### config.mk
export PLATFORM = sky130hd
export DESIGN_NAME = xspi_retry_ctrl
export DESIGN_NICKNAME = d
export VERILOG_FILES = /design/src/rtl/xspi_pkg.sv /design/src/rtl/xspi_retry_timer.sv /design/src/rtl/xspi_retry_ctrl.sv
export SDC_FILE = /design/constraint.sdc
export NUM_CORES = 1
export LEC_CHECK = 0
export BUFFER_PORTS_ARGS = -buffer_cell sky130_fd_sc_hd__buf_2
export CAP_MARGIN = 0
export CORE_MARGIN = 5
export CORE_UTILIZATION = 39
export CTS_CLUSTER_DIAMETER = 120
export CTS_CLUSTER_SIZE = 10
export DETAILED_ROUTE_END_ITERATION = 7
export PLACE_DENSITY_LB_ADDON = 0.08
export SETUP_SLACK_MARGIN = 0.4
export SKIP_CTS_REPAIR_TIMING = 1
export SYNTH_ARGS = -nofsm -noshare
export SYNTH_HDL_FRONTEND = slang
export SYNTH_HIERARCHICAL = 1
export SYNTH_SLANG_ARGS = --single-unit
export TNS_END_PERCENT = 5
### constraint.sdc
create_clock -name clk -period 7.5 [get_ports clk]
set_clock_uncertainty 0.1 [all_clocks]
set_input_delay 1.5 -clock clk [delete_from_list [all_inputs] [get_ports clk]]
set_output_delay 1.5 -clock clk [all_outputs]
set_load 0.01 [all_outputs]
### src/rtl/xspi_pkg.sv
// Shared definitions for the xSPI 8S CRC datapath: widths, opcodes, status codes
// and sequencer states, reused by the retry controller, monitor and core.
package xspi_pkg;

    localparam int unsigned DATA_W  = 64;
    localparam int unsigned ADDR_W  = 48;
    localparam int unsigned CMD_W   = 8;
    localparam int unsigned RETRY_W = 4;

    localparam logic [CMD_W-1:0] CMD_WRITE = 8'hA5;
    localparam logic [CMD_W-1:0] CMD_READ  = 8'hFF;

    typedef enum logic [1:0] {
        ST_OK       = 2'b00,
        ST_CRC_FAIL = 2'b01,
        ST_TIMEOUT  = 2'b10
    } status_e;

    typedef enum logic [2:0] {
        S_IDLE,
        S_ISSUE,
        S_WAIT,
        S_EVAL,
        S_GAP,
        S_RESP
    } state_e;

endpackage

### src/rtl/xspi_retry_timer.sv
// Loadable down-counter shared by the per-attempt timeout and the retry gap.
// Load wins over counting; the count holds at zero, where o_expire stays high.
module xspi_retry_timer #(
    parameter int unsigned W = 11
) (
    input  logic         clk,
    input  logic         rst_n,
    input  logic         i_load,
    input  logic [W-1:0] i_load_val,
    output logic         o_expire
);

    logic [W-1:0] r_cnt;

    always_ff @(posedge clk) begin
        if (!rst_n) begin
            r_cnt <= '0;
        end else if (i_load) begin
            r_cnt <= i_load_val;
        end else if (r_cnt != '0) begin
            r_cnt <= r_cnt - 1'b1;
        end
    end

    assign o_expire = (r_cnt == '0);

endmodule

### src/rtl/xspi_retry_ctrl.sv
// Single-outstanding transaction sequencer in front of the xSPI master core:
// issues a request, checks CRC flags on completion, retransmits on CRC error.
module xspi_retry_ctrl
    import xspi_pkg::*;
#(
    parameter int unsigned MAX_RETRY  = 3,
    parameter int unsigned TIMEOUT    = 1024,
    parameter int unsigned GAP_CYCLES = 4
) (
    input  logic                clk,
    input  logic                rst_n,
    input  logic                req_valid,
    output logic                req_ready,
    input  logic [CMD_W-1:0]    req_cmd,
    input  logic [ADDR_W-1:0]   req_addr,
    input  logic [DATA_W-1:0]   req_wdata,
    output logic                rsp_valid,
    input  logic                rsp_ready,
    output logic [1:0]          rsp_status,
    output logic [DATA_W-1:0]   rsp_rdata,
    output logic [RETRY_W-1:0]  rsp_retries,
    output logic                start,
    output logic [CMD_W-1:0]    command,
    output logic [ADDR_W-1:0]   address,
    output logic [DATA_W-1:0]   wr_data,
    input  logic [DATA_W-1:0]   rd_data,
    input  logic                done,
    input  logic                crc_ca_error_slave,
    input  logic                crc_data_error_slave,
    input  logic                crc_data_error_master,
    output logic                busy
);

    localparam int unsigned TMAX = (TIMEOUT > GAP_CYCLES) ? TIMEOUT : GAP_CYCLES;
    localparam int unsigned TW   = $clog2(TMAX + 1);
    localparam logic [TW-1:0] TO_LOAD  = TW'(TIMEOUT - 1);
    localparam logic [TW-1:0] GAP_LOAD = TW'(GAP_CYCLES - 1);

    state_e               r_state;
    status_e              r_status;
    logic                 r_start;
    logic                 r_rsp_valid;
    logic                 r_busy;
    logic                 r_err;
    logic [RETRY_W-1:0]   r_attempt;
    logic [CMD_W-1:0]     r_cmd;
    logic [ADDR_W-1:0]    r_addr;
    logic [DATA_W-1:0]    r_wdata;
    logic [DATA_W-1:0]    r_rd_cap;
    logic [DATA_W-1:0]    r_rsp_rdata;

    logic                 w_err;
    logic                 w_tmr_load;
    logic [TW-1:0]        w_tmr_val;
    logic                 w_tmr_expire;

    // Which data CRC flag matters depends on who checked the data phase.
    always_comb begin
        w_err = crc_ca_error_slave;
        case (r_cmd)
            CMD_WRITE: w_err = crc_ca_error_slave | crc_data_error_slave;
            CMD_READ:  w_err = crc_ca_error_slave | crc_data_error_master;
            default:   w_err = crc_ca_error_slave;
        endcase
    end

    // ISSUE arms the WAIT timeout; EVAL arms the gap (unused if no retry follows).
    always_comb begin
        w_tmr_load = 1'b0;
        w_tmr_val  = TO_LOAD;
        if (r_state == S_ISSUE) begin
            w_tmr_load = 1'b1;
            w_tmr_val  = TO_LOAD;
        end else if (r_state == S_EVAL) begin
            w_tmr_load = 1'b1;
            w_tmr_val  = GAP_LOAD;
        end
    end

    xspi_retry_timer #(
        .W (TW)
    ) u_timer (
        .clk        (clk),
        .rst_n      (rst_n),
        .i_load     (w_tmr_load),
        .i_load_val (w_tmr_val),
        .o_expire   (w_tmr_expire)
    );

    always_ff @(posedge clk) begin
        if (!rst_n) begin
            r_state     <= S_IDLE;
            r_status    <= ST_OK;
            r_start     <= 1'b0;
            r_rsp_valid <= 1'b0;
            r_busy      <= 1'b0;
            r_err       <= 1'b0;
            r_attempt   <= '0;
            r_cmd       <= '0;
            r_addr      <= '0;
            r_wdata     <= '0;
            r_rd_cap    <= '0;
            r_rsp_rdata <= '0;
        end else begin
            r_start <= 1'b0;
            case (r_state)
                S_IDLE: begin
                    if (req_valid) begin
                        r_cmd     <= req_cmd;
                        r_addr    <= req_addr;
                        r_wdata   <= req_wdata;
                        r_attempt <= '0;
                        r_busy    <= 1'b1;
                        r_start   <= 1'b1;
                        r_state   <= S_ISSUE;
                    end
                end
                S_ISSUE: r_state <= S_WAIT;
                S_WAIT: begin
                    if (done) begin
                        r_rd_cap <= rd_data;
                        r_err    <= w_err;
                        r_state  <= S_EVAL;
                    end else if (w_tmr_expire) begin
                        r_status    <= ST_TIMEOUT;
                        r_rsp_rdata <= '0;
                        r_rsp_valid <= 1'b1;
                        r_state     <= S_RESP;
                    end
                end
                S_EVAL: begin
                    if (!r_err) begin
                        r_status    <= ST_OK;
                        r_rsp_rdata <= (r_cmd == CMD_READ) ? r_rd_cap : '0;
                        r_rsp_valid <= 1'b1;
                        r_state     <= S_RESP;
                    end else if (r_attempt < RETRY_W'(MAX_RETRY)) begin
                        r_attempt <= r_attempt + 1'b1;
                        r_state   <= S_GAP;
                    end else begin
                        r_status    <= ST_CRC_FAIL;
                        r_rsp_rdata <= '0;
                        r_rsp_valid <= 1'b1;
                        r_state     <= S_RESP;
                    end
                end
                S_GAP: begin
                    if (w_tmr_expire) begin
                        r_start <= 1'b1;
                        r_state <= S_ISSUE;
                    end
                end
                S_RESP: begin
                    if (rsp_ready) begin
                        r_rsp_valid <= 1'b0;
                        r_busy      <= 1'b0;
                        r_state     <= S_IDLE;
                    end
                end
                default: r_state <= S_IDLE;
            endcase
        end
    end

    assign req_ready   = (r_state == S_IDLE);
    assign start       = r_start;
    assign busy        = r_busy;
    assign rsp_valid   = r_rsp_valid;
    assign rsp_status  = r_status;
    assign rsp_rdata   = r_rsp_rdata;
    assign rsp_retries = r_attempt;
    assign command     = r_cmd;
    assign address     = r_addr;
    assign wr_data     = r_wdata;

endmodule

Yosys cells after proc, flatten, opt, wreduce, memory -nomap -nowiden
Cells that the tools add are included.
Cells by class
  $add $sub $neg: 2
  $lt $le $gt $ge: 1
  eq/ne operators: 16
  multiplexer cells: 41
  bitwise logic cells: 2
  reduce and logical (&&, ||, !) cells: 15
Operator list (count)
  $mux 64: 5
  $pmux 64 s2: 1
  $mux 11: 2
  $mux 10: 2
  $pmux 3 s6: 1
  $eq 8x8->1 const B: 2
  $mux 3: 5
  $mux 1: 12
  $mux 4: 3
  $reduce_and 4->1: 3
  $logic_not 11->1: 1
  $reduce_bool 11->1: 1
  $sub 11x1->11 const B: 1
  $mux 2: 4
  $ne 2x2->1 const B: 4
  $pmux 4 s2: 1
  $reduce_bool 2->1: 4
  $eq 3x2->1 const B: 2
  $eq 3x3->1 const B: 2
  $ne 2x1->1 const B: 3
  $pmux 1 s2: 3
  $reduce_and 5->1: 1
  $add 4x1->4 const B: 1
  $lt 4x2->1 const B: 1
  10 further kinds: 12
Storage, ports and cells
  flip-flop bits (word level): 272
  bits of input ports: 192
  output and inout bits: 194
  word-level logic and storage cells: 90

Longest topological paths before layout
Gate-level depths: netlist (run 1).
  depth after elaboration: 4
  gate-level depth with buffers: 9
  depth with buffers taken out: 7

Hierarchy
The synthesis (run 1) kept the hierarchy.
By module, submodules not included
  xspi_retry_ctrl: times used 1, cells an instance 1150, area an instance 9318.9 um2
  xspi_retry_timer: times used 1, cells an instance 73, area an instance 633.1 um2

Worst setup path before layout (run 1)
Ideal clock, no wire load.
  path type: register to register
  from: register u_timer.r_cnt[0]
  to: register r_rsp_rdata[10], in the netlist rsp_rdata[10]
  arrival time: 2.427 ns
  path slack: 4.837 ns
  cell stages (with the launch flop): 10
  path buffers: 2
  clock period less this slack: 2.663 ns
  cells stage by stage: dfxtp_1 > inv_1 > ha_1 > or4b_1 > buf_2 > nor4_4 > nand4bb_1 > o221ai_4 > buf_2 > o22ai_1
Between the ends
  word-level cells in the longest chain between the ends: 3
Ends and longest elaborated chain
  start, declared: RTL line xspi_retry_timer.sv:13  | logic [W-1:0] r_cnt;
  start signal, assigned: RTL line xspi_retry_timer.sv:19  | r_cnt <= i_load_val;
  start signal, assigned: RTL line xspi_retry_timer.sv:21  | r_cnt <= r_cnt - 1'b1;
  $logic_not 11->1: RTL line xspi_retry_timer.sv:25  | assign o_expire = (r_cnt == '0);
  named net w_tmr_expire: RTL line xspi_retry_ctrl.sv:55  | logic w_tmr_expire;
  $ne 2x1->1 (no source line)
  $reduce_and 4->1 (no source line)
  end signal, assigned: RTL line xspi_retry_ctrl.sv:134  | r_rsp_rdata <= (r_cmd == CMD_READ) ? r_rd_cap : '0;
  end, declared: RTL line xspi_retry_ctrl.sv:50  | logic [DATA_W-1:0] r_rsp_rdata;
The timed path passes the listed nets, and every way through them passes these cells.
A chain may end at the register's enable or synchronous reset.

Worst setup path after layout (run 1)
  from: register u_timer.r_cnt[0]
  to: register r_rsp_rdata[44], in the netlist rsp_rdata[44]
Same word-level chain as after synthesis.

==> results.py, run 1 <==
metrics = {
    "drt": {
        "drc": 0,
        "ant_nets": 0,
        "drtIter0Drc": 381,
        "vias": 9009,
        "drtPass1Iterations": 4,
        "drt-wirelength-per-cell_um": 16.0,
        "wirelength_mm": 30.4,
        "viasPerCell": 4.75,
    },
    "floorplanning": {
        "rows": 58,
        "die_w_um": 170,
        "dieArea_sq_um": 28800,
        "die_height_um": 170,
        "initial_core_util": 0.395,
        "io_pins": 386,
        "coreArea_sq_um": 25200,
    },
    "grt": {
        "grt_first_pass_wirelength_mm": 45.8,
        "grt-ovfl-total": 0,
        "grt_use_total": 0.195,
        "grt_max_degree": 103,
        "antenna_found_initial": 5,
        "grt_pass1_vias": 8393,
    },
    "critical_path": {
        "rr_worst_depth": 8,
        "cp-end-kind": "flip-flop",
        "critPathLaunchType": "flip-flop",
        "path_class": "flip-flop to flip-flop",
        "critical_path.max_fanout": 64,
        "cp_data_required_time_ns": 7.77,
        "cp.arrival_ns": 3.81,
    },
    "pwr": {
        "max-vdd-ir-drop_mv": 0.179,
        "power_density_nw_per_um2": 331,
        "p_leak_nw": 5.41,
        "p_total_mw": 4.21,
    },
    "timing": {
        "slew_headroom": 0.242,
        "period_share": 0.471,
        "rsz0062_at_grt": "false",
        "finalSetupViolations": 0,
        "fin_setup_tns_ns": 0,
        "drv_slew": 0,
        "fin_crit_ns": 3.53,
        "setup_slack_ns": 3.97,
        "fmax_mhz": 283,
        "worst_slew_pin_slew_ns": 1.14,
        "final_hold_viol_count": 0,
        "hold_slack_ns": 0.341,
    },
    "synthesis": {
        "synth_top_area_share": 0.547,
        "synth_seq_area_share": 0.547,
        "yosys.area.top_type": "dfxtp_1",
        "avgSynthCellArea_sq_um": 8.14,
        "synth_edf_count": 0,
        "synth_ff_type": "dfxtp_1",
        "ys_async_sr_fraction": 0,
        "synth_area_leaders": "dfxtp_1, nand2_1, a21oi_1",
        "synth_seq_cells": 272,
        "syn_inst": 1223,
        "synth_area_sq_um": 9950,
        "yosysWarnings": 6,
        "ys_types": 58,
    },
    "clocking": {
        "clock_latency_ns": 0.54,
        "clkTransAtPathRegs_ns": 0.06,
        "cts_inserted_buffers": 31,
        "cts.path.max_buffers": 3,
        "cts_tree": "built",
        "clock_sinks": 272,
        "ctsRootBufferMaster": "clkbuf_16",
        "h-tree-depth": 1,
    },
    "final_layout": {
        "drive_above_1_share": 0.280,
        "final_nets": 1758,
        "syn_to_final_growth_pct": 27.9,
        "fillerInstances": 2557,
        "stdcell_count": 1896,
        "final_common_cell": "buf_2",
        "final_cell_mix": "buf_2, nand2_1, dfxtp_1",
    },
    "place": {
        "port_buffers": 385,
        "dp_slack_ns": 3.75,
        "dp_hpwl_mm": 20.8,
        "place_congestion": 0.823,
        "post-place-cells": 1861,
    },
    "hold_path": {
        "hold_class": "flip-flop to flip-flop",
        "hold_path_depth": 2,
    },
    "job": {
        "maxCapViolCount": 0,
    },
    "status": {
        "status": "completed",
    },
}
[sequential cells by signal (all words and copies together), names as in the netlist]
name,cells
r_state,3
rsp_retries,4
rsp_rdata,64
command,8
address,48
rsp_status,2
rsp_valid,1
u_timer/r_cnt,11
start,1
r_rd_cap,64
r_err,1
busy,1
wr_data,64
[area by class of cell]
type,count,area [sq um],area share
sequential,272,5450,0.428
timing repair buffer,392,1980,0.155
multi-input combinational,732,3590,0.282
antenna,3,7.51,0.000590
tap,330,413,0.0324
inverter,135,512,0.0402
clock buffer,31,776,0.0609
clock inverter,1,8.76,0.000688
[stage by stage]
stage | instance area, sq um | util
floorplan | 9960 | -
global placement | 11900 | 0.474
detailed placement | 11900 | 0.474
CTS | 12700 | 0.505
global route | 12700 | 0.505
finish | 12700 | 0.506
[report_power, final]
part	internal, mW	leakage [nW]	switching (mW)	total (mW)
sequential	1.67	2.21	0.167	1.84
clock	0.720	0.387	0.533	1.25
combinational	0.408	2.81	0.717	1.12
total	2.80	5.41	1.42	4.21
[path summary, 6_finish.rpt]
| check | start | end | slack, ns |
|---|---|---|---|
| max | u_timer/r_cnt[0]$_SDFFE_PN0P_ | rsp_rdata[44]$_SDFFE_PN0P_ | 3.97 |
| min | r_rd_cap[4]$_SDFFE_PN0P_ | rsp_rdata[4]$_SDFFE_PN0P_ | 0.34 |
| max reg2reg | u_timer/r_cnt[0]$_SDFFE_PN0P_ | rsp_rdata[44]$_SDFFE_PN0P_ | 3.97 |
| min reg2reg | r_rd_cap[4]$_SDFFE_PN0P_ | rsp_rdata[4]$_SDFFE_PN0P_ | 0.34 |
[logic make-up after synthesis]
logic type               count (synthesis)  share of synthesized area
AND/OR/NAND/NOR                        433                      0.184
AO/OA/AOI/OAI                          288                      0.164
flip-flops                             272                      0.547
buffers and inverters                  220                     0.0955
XOR/XNOR                                 3                    0.00264
multiplexers                             3                    0.00302
adder cells (fa/ha/maj)                  2                    0.00251
other                                    2                   0.000755
[Yosys cell counts, drive strengths merged (2+ instances only)]
cell type and n:
and3 2, o311ai 2, buf 39, and4 3, nor4 5, nand4 3, and4bb 2, nor3 2
or4 3, nor2 7, o221a 2, a21oi 189, o22ai 68, nand2 378, o21ai 6, nor4b 2
o31ai 3, a22oi 2, or4b 3, nor2b 3, xor2 2, dfxtp 272, nand3 7, a31oi 2
ha 2, inv 135, mux2i 3, nor3b 2, conb 2, a21boi 2, clkbuf 46, nand4bb 2
a32o 2, nand2b 4
[layer usage]
| layer | share of wire | track usage | vias to the layer above | routed length, um |
|---|---|---|---|---|
| met2 | 0.47 | 0.323 | 294 | 14200 |
| met5 | 0.0011 | 0 | - | 33 |
| met3 | 0.092 | 0.0652 | 48 | 2800 |
| met1 | 0.42 | 0.246 | 4041 | 12600 |
| li1 | - | - | 4620 | - |
| met4 | 0.024 | 0.0483 | 6 | 742 |
[critical path, cell delays in order (launching register included)]
cell and delay (ns):
dfxtp_1 0.34, inv_1 0.08, ha_1 0.21, or4b_1 0.64, nor4_4 0.65, nand4bb_1 0.31, o221ai_4 0.23, buf_4 0.60
o22ai_1 0.16
(Power assumes the default switching activity.)
==> inputs of run 2 (changes only) <==
==> constraint.sdc (replaced) <==
create_clock -name clk -period 3.5 [get_ports clk]
set_clock_uncertainty 0.1 [all_clocks]
set_input_delay 0.7 -clock clk [delete_from_list [all_inputs] [get_ports clk]]
set_output_delay 0.7 -clock clk [all_outputs]
set_load 0.01 [all_outputs]
==> run 2 against run 1 <==
Against the previous run: clock power increased by 120%; wire length increased by 0.76%; sequential cell count unchanged; register-to-register slack lost 3.2 ns; sequential power grew 110%; via count shrank 0.28%; combinational power increased by 120%; sequential share of layout area shrank 0.40 points; largest cell class unchanged; highest routed layer unchanged.
==> results.py, run 2 (same netlist as run 1, synthesis figures left out) <==
metrics = {
    "status": {
        "status": "completed",
    },
    "timing": {
        "fin_setup_tns_ns": 0,
        "setup_slack_ns": 0.743,
        "drv_slew": 0,
        "fin_crit_ns": 2.76,
        "period_share": 0.788,
        "worst_slew_pin_slew_ns": 0.882,
        "finalSetupViolations": 0,
        "rsz0062_at_grt": "false",
        "fmax_mhz": 363,
        "slew_headroom": 0.412,
        "final_hold_viol_count": 0,
    },
    "pwr": {
        "power_density_nw_per_um2": 708,
        "p_leak_nw": 5.47,
        "max-vdd-ir-drop_mv": 0.450,
    },
    "critical_path": {
        "critical_path.max_fanout": 17,
        "timing.rr.end": "rsp_rdata[23]$_SDFFE_PN0P_",
        "cp.arrival_ns": 3.05,
        "crit_path_end": "rsp_rdata[23]$_SDFFE_PN0P_",
        "rr_worst_depth": 8,
        "path_cells": "inv_1, ha_1, or4b_1, nor4_4, nand4bb_1, o221ai_4, buf_4, o22ai_1",
        "critPathLaunchType": "flip-flop",
        "ff2ff_setup_slack_ns": 0.74,
        "crit_slowest_cell": "or4b_1",
        "critPathLaunch": "u_timer/r_cnt[0]$_SDFFE_PN0P_",
        "r2r_start": "u_timer/r_cnt[0]$_SDFFE_PN0P_",
        "cp_data_required_time_ns": 3.79,
        "critical_path.top_delay_family": "simple AND/OR/NAND/NOR gates",
        "slowest_delay_ns": 0.61,
        "path_class": "flip-flop to flip-flop",
        "cp-end-kind": "flip-flop",
        "crit_buf_inv": 2,
        "path_depth": 8,
    },
    "place": {
        "port_buffers": 385,
        "post-place-cells": 1869,
        "place_congestion": 0.813,
        "dp_slack_ns": 0.746,
        "dp_hpwl_mm": 21.4,
    },
    "clocking": {
        "clkTransAtPathRegs_ns": 0.06,
        "ctsRootBufferMaster": "clkbuf_16",
        "clock_latency_ns": 0.54,
        "h-tree-depth": 1,
        "cts_inserted_buffers": 31,
        "clock_sinks": 272,
        "cts_tree": "built",
        "cts.path.max_buffers": 3,
    },
    "floorplanning": {
        "coreArea_sq_um": 25200,
        "rows": 58,
        "die_height_um": 170,
        "io_pins": 386,
        "initial_core_util": 0.395,
        "die_w_um": 170,
        "dieArea_sq_um": 28800,
    },
    "final_layout": {
        "multi_input_area_sq_um": 3590,
        "fillerInstances": 2543,
        "drive_above_1_share": 0.284,
        "stdcell_count": 1903,
        "final_common_cell": "buf_2",
        "syn_to_final_growth_pct": 29.1,
        "final_cell_mix": "buf_2, nand2_1, dfxtp_1",
        "final_nets": 1766,
        "seq_area_sq_um": 5450,
    },
    "grt": {
        "grt_max_degree": 123,
        "grt_pass1_vias": 8626,
        "grt_use_total": 0.201,
        "grt_first_pass_wirelength_mm": 47.2,
        "antenna_found_initial": 5,
        "grt-ovfl-total": 0,
    },
    "drt": {
        "viasPerCell": 4.72,
        "vias": 8984,
        "wirelength_mm": 30.6,
        "ant_nets": 0,
        "drt-wirelength-per-cell_um": 16.1,
        "drtPass1Iterations": 4,
        "drtIter0Drc": 481,
        "drc": 0,
    },
    "hold_path": {
        "hold_class": "input port to flip-flop",
    },
    "job": {
        "maxCapViolCount": 0,
    },
}
## run 2: cell types whose count changed in the layout (fill, tap and decap cells not counted), sizes merged
cell   before  now
buf       392  400
diode       3    2
## run 2: power by group
group,total (mW),switching (mW),internal (mW)
combinational,2.50,1.57,0.930
sequential,3.90,0.330,3.57
clock,2.69,1.15,1.54
## run 2: worst min path at each step
| stage | startpoint | endpoint | slack, ns | depth (start not counted) |
|---|---|---|---|---|
| CTS | req_wdata[57] | wr_data[57]$_SDFFE_PN0P_ | 0.26 | 3 |
| finish | req_addr[38] | address[38]$_SDFFE_PN0P_ | 0.30 | 3 |
| detailed placement | r_rd_cap[5]$_SDFFE_PN0P_ | rsp_rdata[5]$_SDFFE_PN0P_ | 0.34 | 2 |
| global route | req_wdata[17] | wr_data[17]$_SDFFE_PN0P_ | 0.28 | 3 |
| floorplan | r_rd_cap[0]$_SDFFE_PN0P_ | rsp_rdata[0]$_SDFFE_PN0P_ | 0.33 | 2 |
| global placement | r_rd_cap[38]$_SDFFE_PN0P_ | rsp_rdata[38]$_SDFFE_PN0P_ | 0.33 | 2 |
## run 2: final cells by class
type	count	share of cell area
Antenna cell	2	0.000389
Clock buffer	31	0.0604
Clock inverter	1	0.000682
Inverter	135	0.0398
Multi-Input combinational cell	732	0.279
Sequential cell	272	0.424
Tap cell	330	0.0321
Timing Repair Buffer	400	0.164
## run 2: per-layer routing
metal	global-route usage	vias up	routed length, um
met1	0.249	3986	12500
met3	0.0680	53	2940
met4	0.0532	6	802
met5	0	-	33
li1	-	4639	-
met2	0.334	300	14300
## run 2: metrics by stage
step	power (mW)	utilization	hold slack, ns	instance area, sq um
2_1_floorplan	5.65	-	0.329	9960
3_3_place_gp	6.48	0.479	0.333	12100
5_1_grt	9.69	0.510	0.280	12800
3_5_place_dp	6.51	0.479	0.339	12100
6_report	9.10	0.510	0.297	12800
4_1_cts	9.24	0.510	0.265	12800
## run 2: worst reg2reg max path: cells and delay by family (launching register included)
family          cells  cell delay [ns]
simple gates        3             1.12
flops               1             0.33
fa+ha+maj           1             0.19
compound gates      2             0.50
buf+inv             2             0.39
==> inputs of run 3 (changes only) <==
==> constraint.sdc (replaced) <==
create_clock -name clk -period 2.9 [get_ports clk]
set_clock_uncertainty 0.1 [all_clocks]
set_input_delay 0.58 -clock clk [delete_from_list [all_inputs] [get_ports clk]]
set_output_delay 0.58 -clock clk [all_outputs]
set_load 0.01 [all_outputs]
==> run 3 against run 2 <==
Against the previous run: count of clock-buffer cells in the layout unchanged; sequential cell count unchanged; via count increased by 1.5%; first-iteration DRC count increased by 16%; register-to-register slack got worse by 0.24 ns; fmax increased by 15%; power increased by 23%; setup slack got worse by 0.24 ns; global-route usage decreased by 0.43 points; clock power increased by 21%; final area increased by 1.8%; critical endpoint is now rsp_rdata[53]$_SDFFE_PN0P_; largest power group unchanged; highest routed layer unchanged.
==> results.py, run 3 (same netlist as run 1, synthesis figures left out) <==
metrics = {
    "drt": {
        "drt-wirelength-per-cell_um": 16.4,
        "vias": 9122,
        "viasPerCell": 4.76,
        "ant_nets": 0,
        "drtPass1Iterations": 4,
        "drtIter0Drc": 558,
        "wirelength_mm": 31.4,
        "drc": 0,
    },
    "floorplanning": {
        "die_w_um": 170,
        "rows": 58,
        "initial_core_util": 0.395,
        "die_height_um": 170,
        "io_pins": 386,
        "dieArea_sq_um": 28800,
        "coreArea_sq_um": 25200,
    },
    "status": {
        "status": "completed",
    },
    "pwr": {
        "share_comb_of_total_power": 0.286,
        "power_density_nw_per_um2": 852,
        "p_leak_nw": 5.58,
        "max-vdd-ir-drop_mv": 0.515,
        "seqPwrFrac": 0.422,
        "switching_share": 0.334,
        "power.share.clock": 0.293,
        "switchingPower_mw": 3.72,
        "intPower_mw": 7.43,
    },
    "place": {
        "port_buffers": 385,
        "dp_hpwl_mm": 21.0,
        "place_congestion": 0.803,
    },
    "clocking": {
        "clkTransAtPathRegs_ns": 0.06,
        "ctsRootBufferMaster": "clkbuf_16",
        "cts_inserted_buffers": 31,
        "h-tree-depth": 1,
        "cts.path.max_buffers": 3,
        "clock_latency_ns": 0.54,
        "cts_tree": "built",
        "clock_sinks": 272,
    },
    "critical_path": {
        "critical_path.max_fanout": 8,
        "slowest_delay_ns": 0.50,
        "path_cells": "inv_2, ha_4, or4b_4, nor4_4, nand4bb_1, o221ai_4, buf_6, clkbuf_16, o22ai_1",
        "crit_buf_inv": 3,
        "critPathLaunchType": "flip-flop",
        "cp-end-kind": "flip-flop",
        "cp_data_required_time_ns": 3.21,
        "ff2ff_setup_slack_ns": 0.50,
        "crit_slowest_cell": "or4b_4",
        "critical_path.top_delay_family": "simple AND/OR/NAND/NOR gates",
        "path_class": "flip-flop to flip-flop",
        "cp.arrival_ns": 2.71,
    },
    "grt": {
        "grt-ovfl-total": 0,
        "grt_use_total": 0.196,
        "grt_first_pass_wirelength_mm": 45.9,
        "grt_pass1_vias": 8344,
        "antenna_found_initial": 3,
        "grt_max_degree": 108,
    },
    "final_layout": {
        "final_cell_mix": "buf_2, nand2_1, dfxtp_1",
        "fillerInstances": 2538,
        "drive_above_1_share": 0.295,
        "final_util": 0.520,
        "final_common_cell": "buf_2",
        "syn_to_final_growth_pct": 31.5,
        "antenna_cells": 0,
        "multi_input_area_sq_um": 3620,
        "seq_area_sq_um": 5450,
        "final_nets": 1779,
    },
    "timing": {
        "fin_crit_ns": 2.40,
        "slew_headroom": 0.506,
        "finalSetupViolations": 0,
        "worst_slew_pin_slew_ns": 0.741,
        "fmax_mhz": 417,
        "rsz0062_at_grt": "true",
        "drv_slew": 0,
        "fin_setup_tns_ns": 0,
        "final_hold_viol_count": 0,
        "hold_slack_ns": 0.166,
        "period_share": 0.828,
    },
    "job": {
        "maxCapViolCount": 0,
    },
    "hold_path": {
        "hold_class": "input port to flip-flop",
    },
}
==> run 3: cell count changes in the layout (fill, tap and decap cells not counted), sizes merged <==
cell | before | now
inv | 136 | 137
buf | 400 | 410
diode | 2 | 0
clkbuf | 31 | 34
==> run 3: worst register-to-register path: stages (launching register included) <==
cell and delay, ns:
dfxtp_2 0.33, inv_2 0.07, ha_4 0.12, or4b_4 0.50, nor4_4 0.24, nand4bb_1 0.21, o221ai_4 0.24, buf_6 0.19
clkbuf_16 0.19, o22ai_1 0.08
==> run 3: final cells by class <==
| class | count | area share |
|---|---|---|
| tap | 330 | 0.0316 |
| multi-input combinational | 732 | 0.276 |
| inverter | 135 | 0.0391 |
| timing repair buffer | 413 | 0.176 |
| clock inverter | 2 | 0.00134 |
| sequential | 272 | 0.416 |
| clock buffer | 31 | 0.0593 |
==> run 3: per-layer routing <==
metal	part of all wire	vias to the layer above	track usage
met4	0.022	6	0.0532
met5	0.00099	-	0
met1	0.41	4101	0.249
li1	-	4669	-
met3	0.087	49	0.0594
met2	0.48	297	0.326
==> run 3: power by group through the flow <==
stage | clock, mW | combinational, mW | sequential [mW]
after CTS | 3.37 | 3.11 | 4.70
after detailed placement | 0 | 3.10 | 4.77
after global routing | 3.52 | 3.55 | 4.78
after floorplan | 0 | 1.97 | 4.86
after global placement | 0 | 3.10 | 4.75
final | 3.26 | 3.18 | 4.70
==> run 3: final timing paths <==
| check | startpoint | endpoint | cells after the start |
|---|---|---|---|
| setup / recovery | u_timer/r_cnt[1]$_SDFFE_PN0P_ | rsp_rdata[53]$_SDFFE_PN0P_ | 9 |
| hold / removal | req_wdata[28] | wr_data[28]$_SDFFE_PN0P_ | 3 |
| hold reg to reg | r_rd_cap[50]$_SDFFE_PN0P_ | rsp_rdata[50]$_SDFFE_PN0P_ | 2 |
| setup reg to reg | u_timer/r_cnt[1]$_SDFFE_PN0P_ | rsp_rdata[53]$_SDFFE_PN0P_ | 9 |
==> run 3: through the flow <==
step	power, mW	cells	instance area (sq um)	setup slack (ns)
detailed placement	7.87	1871	12100	0.333
CTS	11.2	1904	12900	0.335
floorplan	6.83	1224	9970	0.371
global placement	7.84	1871	12100	0.409
finish	11.1	1915	13100	0.500
global route	11.9	1915	13100	0.355
